--- src/rtl/pipe_hazard_ctrl_if.sv ---
// Hazard-controller signal bundle between the pipeline stages and pipe_hazard_ctrl.
// PIPE_STATS_EN adds the stall_cycles statistics signal.
interface pipe_hazard_ctrl_if;
    logic [4:0]  id_rs;
    logic [4:0]  id_rt;
    logic        id_rs_used;
    logic        id_rt_used;
    logic        id_is_md;
    logic [4:0]  ex_wa;
    logic        ex_is_load;
    logic        md_start;
    logic        md_is_div;
    logic        exc_req;
    logic [4:0]  exc_code;
    logic        pc_en;
    logic        if_id_en;
    logic        id_ex_stall;
    logic        flush;
    logic        md_busy;
    logic [3:0]  md_count;
    logic [4:0]  exc_code_q;
`ifdef PIPE_STATS_EN
    logic [15:0] stall_cycles;
`endif

    // master: the pipeline side that presents stage information and obeys the controls
    modport master (
        output id_rs, id_rt, id_rs_used, id_rt_used, id_is_md,
        output ex_wa, ex_is_load, md_start, md_is_div, exc_req, exc_code,
        input  pc_en, if_id_en, id_ex_stall, flush, md_busy, md_count, exc_code_q
`ifdef PIPE_STATS_EN
        , input stall_cycles
`endif
    );

    modport slave (
        input  id_rs, id_rt, id_rs_used, id_rt_used, id_is_md,
        input  ex_wa, ex_is_load, md_start, md_is_div, exc_req, exc_code,
        output pc_en, if_id_en, id_ex_stall, flush, md_busy, md_count, exc_code_q
`ifdef PIPE_STATS_EN
        , output stall_cycles
`endif
    );
endinterface

--- src/rtl/pipe_hazard_ctrl.sv ---
// Stall/flush controller for the five-stage pipeline: load-use and HI/LO hazards,
// exception flush with ExcCode latch. Define PIPE_STATS_EN to add the stall_cycles counter.
module pipe_hazard_ctrl #(
    parameter int MULT_CYCLES = 5,
    parameter int DIV_CYCLES  = 10
) (
    input logic              clk,
    input logic              reset,
    pipe_hazard_ctrl_if.slave hz
);
    localparam logic [3:0] MULT_LOAD = 4'(MULT_CYCLES);
    localparam logic [3:0] DIV_LOAD  = 4'(DIV_CYCLES);

    logic [3:0] md_count_q;
    logic [4:0] exc_code_r;
    logic       md_busy;
    logic       load_use;
    logic       md_stall;
    logic       stall;
    logic       rs_hit;
    logic       rt_hit;

    assign md_busy = (md_count_q != 4'd0);

    always_comb begin
        rs_hit   = hz.id_rs_used && (hz.id_rs == hz.ex_wa);
        rt_hit   = hz.id_rt_used && (hz.id_rt == hz.ex_wa);
        load_use = hz.ex_is_load && (hz.ex_wa != 5'd0) && (rs_hit || rt_hit);
        // md_start counts as busy so an HI/LO reader right behind the mult/div waits
        md_stall = hz.id_is_md && (md_busy || hz.md_start);
        stall    = (load_use || md_stall) && !hz.exc_req;
    end

    // A start alongside an exception belongs to the killed EX instruction
    always_ff @(posedge clk) begin
        if (reset) begin
            md_count_q <= 4'd0;
        end else if (hz.md_start && !hz.exc_req) begin
            md_count_q <= hz.md_is_div ? DIV_LOAD : MULT_LOAD;
        end else if (md_busy) begin
            md_count_q <= md_count_q - 4'd1;
        end
    end

    always_ff @(posedge clk) begin
        if (reset) begin
            exc_code_r <= 5'd0;
        end else if (hz.exc_req) begin
            exc_code_r <= hz.exc_code;
        end
    end

`ifdef PIPE_STATS_EN
    logic [15:0] stall_cycles_q;

    always_ff @(posedge clk) begin
        if (reset) begin
            stall_cycles_q <= 16'd0;
        end else if (stall && (stall_cycles_q != 16'hFFFF)) begin
            stall_cycles_q <= stall_cycles_q + 16'd1;
        end
    end

    assign hz.stall_cycles = stall_cycles_q;
`endif

    assign hz.pc_en       = !stall;
    assign hz.if_id_en    = !stall;
    assign hz.id_ex_stall = stall;
    assign hz.flush       = hz.exc_req;
    assign hz.md_busy     = md_busy;
    assign hz.md_count    = md_count_q;
    assign hz.exc_code_q  = exc_code_r;
endmodule

--- src/flat_wrapper.sv ---
// flat-port wrapper written by rule: the top's interface ports become plain ports
module pipe_hazard_ctrl_flat 
#(
    parameter int MULT_CYCLES = 5,
    parameter int DIV_CYCLES  = 10
)
  (clk, reset, hz_id_rs, hz_id_rt, hz_id_rs_used, hz_id_rt_used, hz_id_is_md, hz_ex_wa, hz_ex_is_load, hz_md_start, hz_md_is_div, hz_exc_req, hz_exc_code, hz_pc_en, hz_if_id_en, hz_id_ex_stall, hz_flush, hz_md_busy, hz_md_count, hz_exc_code_q);
  pipe_hazard_ctrl_if hz_i ();
  input logic clk;
  input logic reset;
  input wire logic [$bits(hz_i.id_rs)-1:0] hz_id_rs;
  input wire logic [$bits(hz_i.id_rt)-1:0] hz_id_rt;
  input wire logic [$bits(hz_i.id_rs_used)-1:0] hz_id_rs_used;
  input wire logic [$bits(hz_i.id_rt_used)-1:0] hz_id_rt_used;
  input wire logic [$bits(hz_i.id_is_md)-1:0] hz_id_is_md;
  input wire logic [$bits(hz_i.ex_wa)-1:0] hz_ex_wa;
  input wire logic [$bits(hz_i.ex_is_load)-1:0] hz_ex_is_load;
  input wire logic [$bits(hz_i.md_start)-1:0] hz_md_start;
  input wire logic [$bits(hz_i.md_is_div)-1:0] hz_md_is_div;
  input wire logic [$bits(hz_i.exc_req)-1:0] hz_exc_req;
  input wire logic [$bits(hz_i.exc_code)-1:0] hz_exc_code;
  output wire logic [$bits(hz_i.pc_en)-1:0] hz_pc_en;
  output wire logic [$bits(hz_i.if_id_en)-1:0] hz_if_id_en;
  output wire logic [$bits(hz_i.id_ex_stall)-1:0] hz_id_ex_stall;
  output wire logic [$bits(hz_i.flush)-1:0] hz_flush;
  output wire logic [$bits(hz_i.md_busy)-1:0] hz_md_busy;
  output wire logic [$bits(hz_i.md_count)-1:0] hz_md_count;
  output wire logic [$bits(hz_i.exc_code_q)-1:0] hz_exc_code_q;
  assign hz_i.id_rs = hz_id_rs;
  assign hz_i.id_rt = hz_id_rt;
  assign hz_i.id_rs_used = hz_id_rs_used;
  assign hz_i.id_rt_used = hz_id_rt_used;
  assign hz_i.id_is_md = hz_id_is_md;
  assign hz_i.ex_wa = hz_ex_wa;
  assign hz_i.ex_is_load = hz_ex_is_load;
  assign hz_i.md_start = hz_md_start;
  assign hz_i.md_is_div = hz_md_is_div;
  assign hz_i.exc_req = hz_exc_req;
  assign hz_i.exc_code = hz_exc_code;
  assign hz_pc_en = hz_i.pc_en;
  assign hz_if_id_en = hz_i.if_id_en;
  assign hz_id_ex_stall = hz_i.id_ex_stall;
  assign hz_flush = hz_i.flush;
  assign hz_md_busy = hz_i.md_busy;
  assign hz_md_count = hz_i.md_count;
  assign hz_exc_code_q = hz_i.exc_code_q;
  pipe_hazard_ctrl #(.MULT_CYCLES(MULT_CYCLES), .DIV_CYCLES(DIV_CYCLES)) u_core (.clk(clk), .reset(reset), .hz(hz_i));
endmodule
--- config.mk ---
export PLATFORM = sky130hd
export DESIGN_NAME = pipe_hazard_ctrl_flat
export DESIGN_NICKNAME = d
export VERILOG_FILES = /design/src/rtl/pipe_hazard_ctrl_if.sv /design/src/rtl/pipe_hazard_ctrl.sv /design/src/flat_wrapper.sv
export SDC_FILE = /design/constraint.sdc
export NUM_CORES = 1
export LEC_CHECK = 0
export CAP_MARGIN = 20
export CORE_MARGIN = 8
export CORE_UTILIZATION = 33
export DETAILED_ROUTE_END_ITERATION = 12
export PLACE_DENSITY_LB_ADDON = 0.08
export SYNTH_ARGS = -nofsm -noshare
export SYNTH_HDL_FRONTEND = slang
export SYNTH_SLANG_ARGS = --single-unit
--- constraint.sdc ---
create_clock -name clk -period 2.3 [get_ports clk]
set_input_delay 0.46 -clock clk [delete_from_list [all_inputs] [get_ports clk]]
set_output_delay 0.46 -clock clk [all_outputs]
set_load 0.1 [all_outputs]
==> flow_summary_export.csv, run 1 <==
group,metric,value,unit
run_status,status,"finished clean",
cells_and_area,nNetsFinal,149,
floorplanning,die_h,57.72,microns
clock_network,htree_levels,1,
synthesis,syn-cell-area,574.3,sq um
synthesis,synth_fp_nets,99,
worst_hold_path,hold_path_class,"flop to flop",
timing,setup_violations,0,
global_route,grt_max_degree,10,
synthesis,synth_seq_area_share,31.37,%
synthesis,yosys_warnings,0,
clock_network,cts_buffers,3,
cells_and_area,drive_gt1_share,37.61,%
clock_network,tritoncts,"done",
timing,timing.final.ws_setup,0.06282,ns
floorplanning,core_area,1689,sq um
setup_path,reg2reg_slack,0.75,ns
floorplanning,io_pins,43,
detailed_routing,detail-route-antenna-nets,0,
floorplanning,std_cell_rows,15,
place,port_buffers,42,
clock_network,worstSkewPairLatency,0.25,ns
global_route,grt_pass1_wl,3.167,mm
cells_and_area,syn2layout_area_growth,104.6,%
timing,slew_violations,0,
setup_path,path_cells,"clkdlybuf4s15_1, or4_4, o21ai_4, nor2_4, a21oi_4, buf_12",
synthesis,synth_cell_type_count,25,
synthesis,netlist_instances,68,
power_and_ir_drop,pwr_density_cell,1250,nW/um^2
timing,max_slew_margin,80.14,%
job,cap_violations,0,
timing,worstMarginPinSlew,0.2970,ns
detailed_routing,wl_per_cell,14.15,microns
detailed_routing,vias,636,
detailed_routing,viasPerCell,4.746,
setup_path,cp-end-kind,"primary output",
setup_path,crit_fanout,2,
place,dp_hpwl,1.556,mm
detailed_routing,wirelength,1.896,mm
clock_network,clock_sinks,9,
place,preCtsSetupSlack,-0.2201,ns
power_and_ir_drop,irDropWorstVdd,937.8,uV
detailed_routing,firstDrtPassIters,4,
setup_path,crit_arrival,1.78,ns
clock_network,clk_path_buf_depth,2,
timing,period_minus_slack,2.237,ns
clock_network,root_buffer,"clkbuf_4",
timing,fin_crit_sh,97.27,%
setup_path,critPathKind,"input pin to primary output",
cells_and_area,num_antenna_cells,0,
global_route,grt_pass1_vias,698,
global_route,grt_remaining_overflow,0,
floorplanning,die_area,3331,sq um
global_route,grt_antenna_before_repair,0,
place,detailed_place.area,1102,sq um
synthesis,syn_avg_cell_area,8.446,sq um
timing,hold_viol_final,0,
timing,fin_worst_skew,0.0002431,ns
setup_path,cp-start-kind,"input pin",
floorplanning,die_x,57.72,microns
setup_path,required,1.84,ns
timing,clock.fmax,447.0,MHz
detailed_routing,drc,0,
power_and_ir_drop,leakagePower,0.5237,nW
place,gp_congestion,0.6837,
synthesis,ys_ff_latch,9,
floorplanning,start_util,34.00,%
global_route,grt.total_usage,12.08,%
setup_path,cp_slowest_cell,"or4_4",
detailed_routing,drt-initial-drc-count,12,
clock_network,clk_pin_slew_worst_paths,0.06,ns
cells_and_area,final_cell_mix,"clkdlybuf4s50_1, buf_4, xnor2_1",
cells_and_area,postLayoutCellArea,1175,sq um
setup_path,slowest_delay,0.49,ns
cells_and_area,final_common_cell,"clkdlybuf4s50_1",
-- registers in the layout, summed over array words and instances, names as in the netlist --
| name | flops |
|---|---|
| u_core.hz.exc_code_q | 5 |
| u_core.hz.md_count | 4 |
-- logic make-up after synthesis --
group / count (synthesis) / synth area share [%]
DFF: 9 / 31.37
adders and majority gates: 2 / 4.357
buffers and inverters: 7 / 7.406
muxes: 5 / 8.715
AOI/OAI and AO/OA: 10 / 9.803
xor gates and xnor gates: 13 / 19.83
and+or+nand+nor: 22 / 18.52
-- Yosys cell counts (all sizes together) --
library cell / count / area share (%)
mux2i: 5 / 8.7
nor3: 1 / 0.87
nand2: 4 / 2.6
inv: 2 / 1.3
nor2: 10 / 6.5
ha: 2 / 4.4
o211ai: 1 / 1.3
nand2b: 1 / 1.1
xor2: 2 / 3.1
or4: 1 / 1.3
nand3b: 1 / 1.3
a21oi: 5 / 4.4
buf: 5 / 6.1
o21ai: 2 / 1.7
nand4: 2 / 2.2
dfxtp: 9 / 31
or3b: 1 / 1.5
xnor2: 11 / 17
and2: 1 / 1.1
o22ai: 1 / 1.1
a21o: 1 / 1.3
-- worst max-delay path: cells and delay by family --
family / cells / cell delay, ns
AND/OR/NAND/NOR: 2 / 0.55
buffers and inverters: 2 / 0.39
AO/OA/AOI/OAI: 2 / 0.37
-- final timing paths --
path                            cells after the start                                  from                                   end
worst min-delay path                                2  u_core.hz.exc_code_q[4]$_SDFFE_PP0P_  u_core.hz.exc_code_q[4]$_SDFFE_PP0P_
worst min register to register                      2  u_core.hz.exc_code_q[4]$_SDFFE_PP0P_  u_core.hz.exc_code_q[4]$_SDFFE_PP0P_
worst max register to register                      7    u_core.hz.md_count[1]$_SDFFE_PP0P_    u_core.hz.md_count[2]$_SDFFE_PP0P_
worst max-delay path                                6                           hz_ex_wa[1]                              hz_pc_en
-- power breakdown --
group          internal, mW  total, mW  switching, mW
logic                 0.391       1.10          0.706
registers             0.211      0.255         0.0443
clock network        0.0665      0.116         0.0498
-- area by class of cell --
| cell class | count | area [sq um] |
|---|---|---|
| clock buffers | 4 | 26.28 |
| fillers | 146 | 514.2 |
| inverters | 2 | 12.51 |
| multi-input cells | 52 | 421.7 |
| flip-flops and latches | 9 | 190.2 |
| well taps | 17 | 21.27 |
| repair buffers | 50 | 503.0 |
-- stage by stage --
step / hold slack, ns / util (%) / std cells / total power [mW] / setup TNS [ns]
floorplan: 0.6072 / - / 68 / 1.100 / -0.5766
detailed placement: 0.4885 / 65.26 / 128 / 1.308 / -0.6406
global route: 0.5484 / 69.56 / 134 / 1.565 / -0.04266
finish: 0.4989 / 69.56 / 134 / 1.469 / 0
CTS: 0.5037 / 67.48 / 132 / 1.434 / 0
global placement: 0.4743 / 65.26 / 128 / 1.298 / -0.5611
-- repair_timing --
action                                  4_1_cts  5_1_grt
hold endpoints to repair                      0        0
resized for setup                            10       10
pin swaps                                     5        9
hold buffers                                  0        0
buffers inserted                              0        2
endpoints found under the setup margin        3        3
-- routing by layer --
layer  up-vias  wire, microns  track usage (%)
met2        26            948            20.42
met1       282            827            13.89
met4         0             14            6.294
li1        326              -                -
met5         -              0                0
met3         2            105            2.649
No activity file was read; power rests on OpenSTA's default activity.
==> run 2: changes to the inputs <==
- CAP_MARGIN: 20 -> default
==> results of run 2 <==
Same layout as run 1: the final DEF is identical, and so are final timing and power.
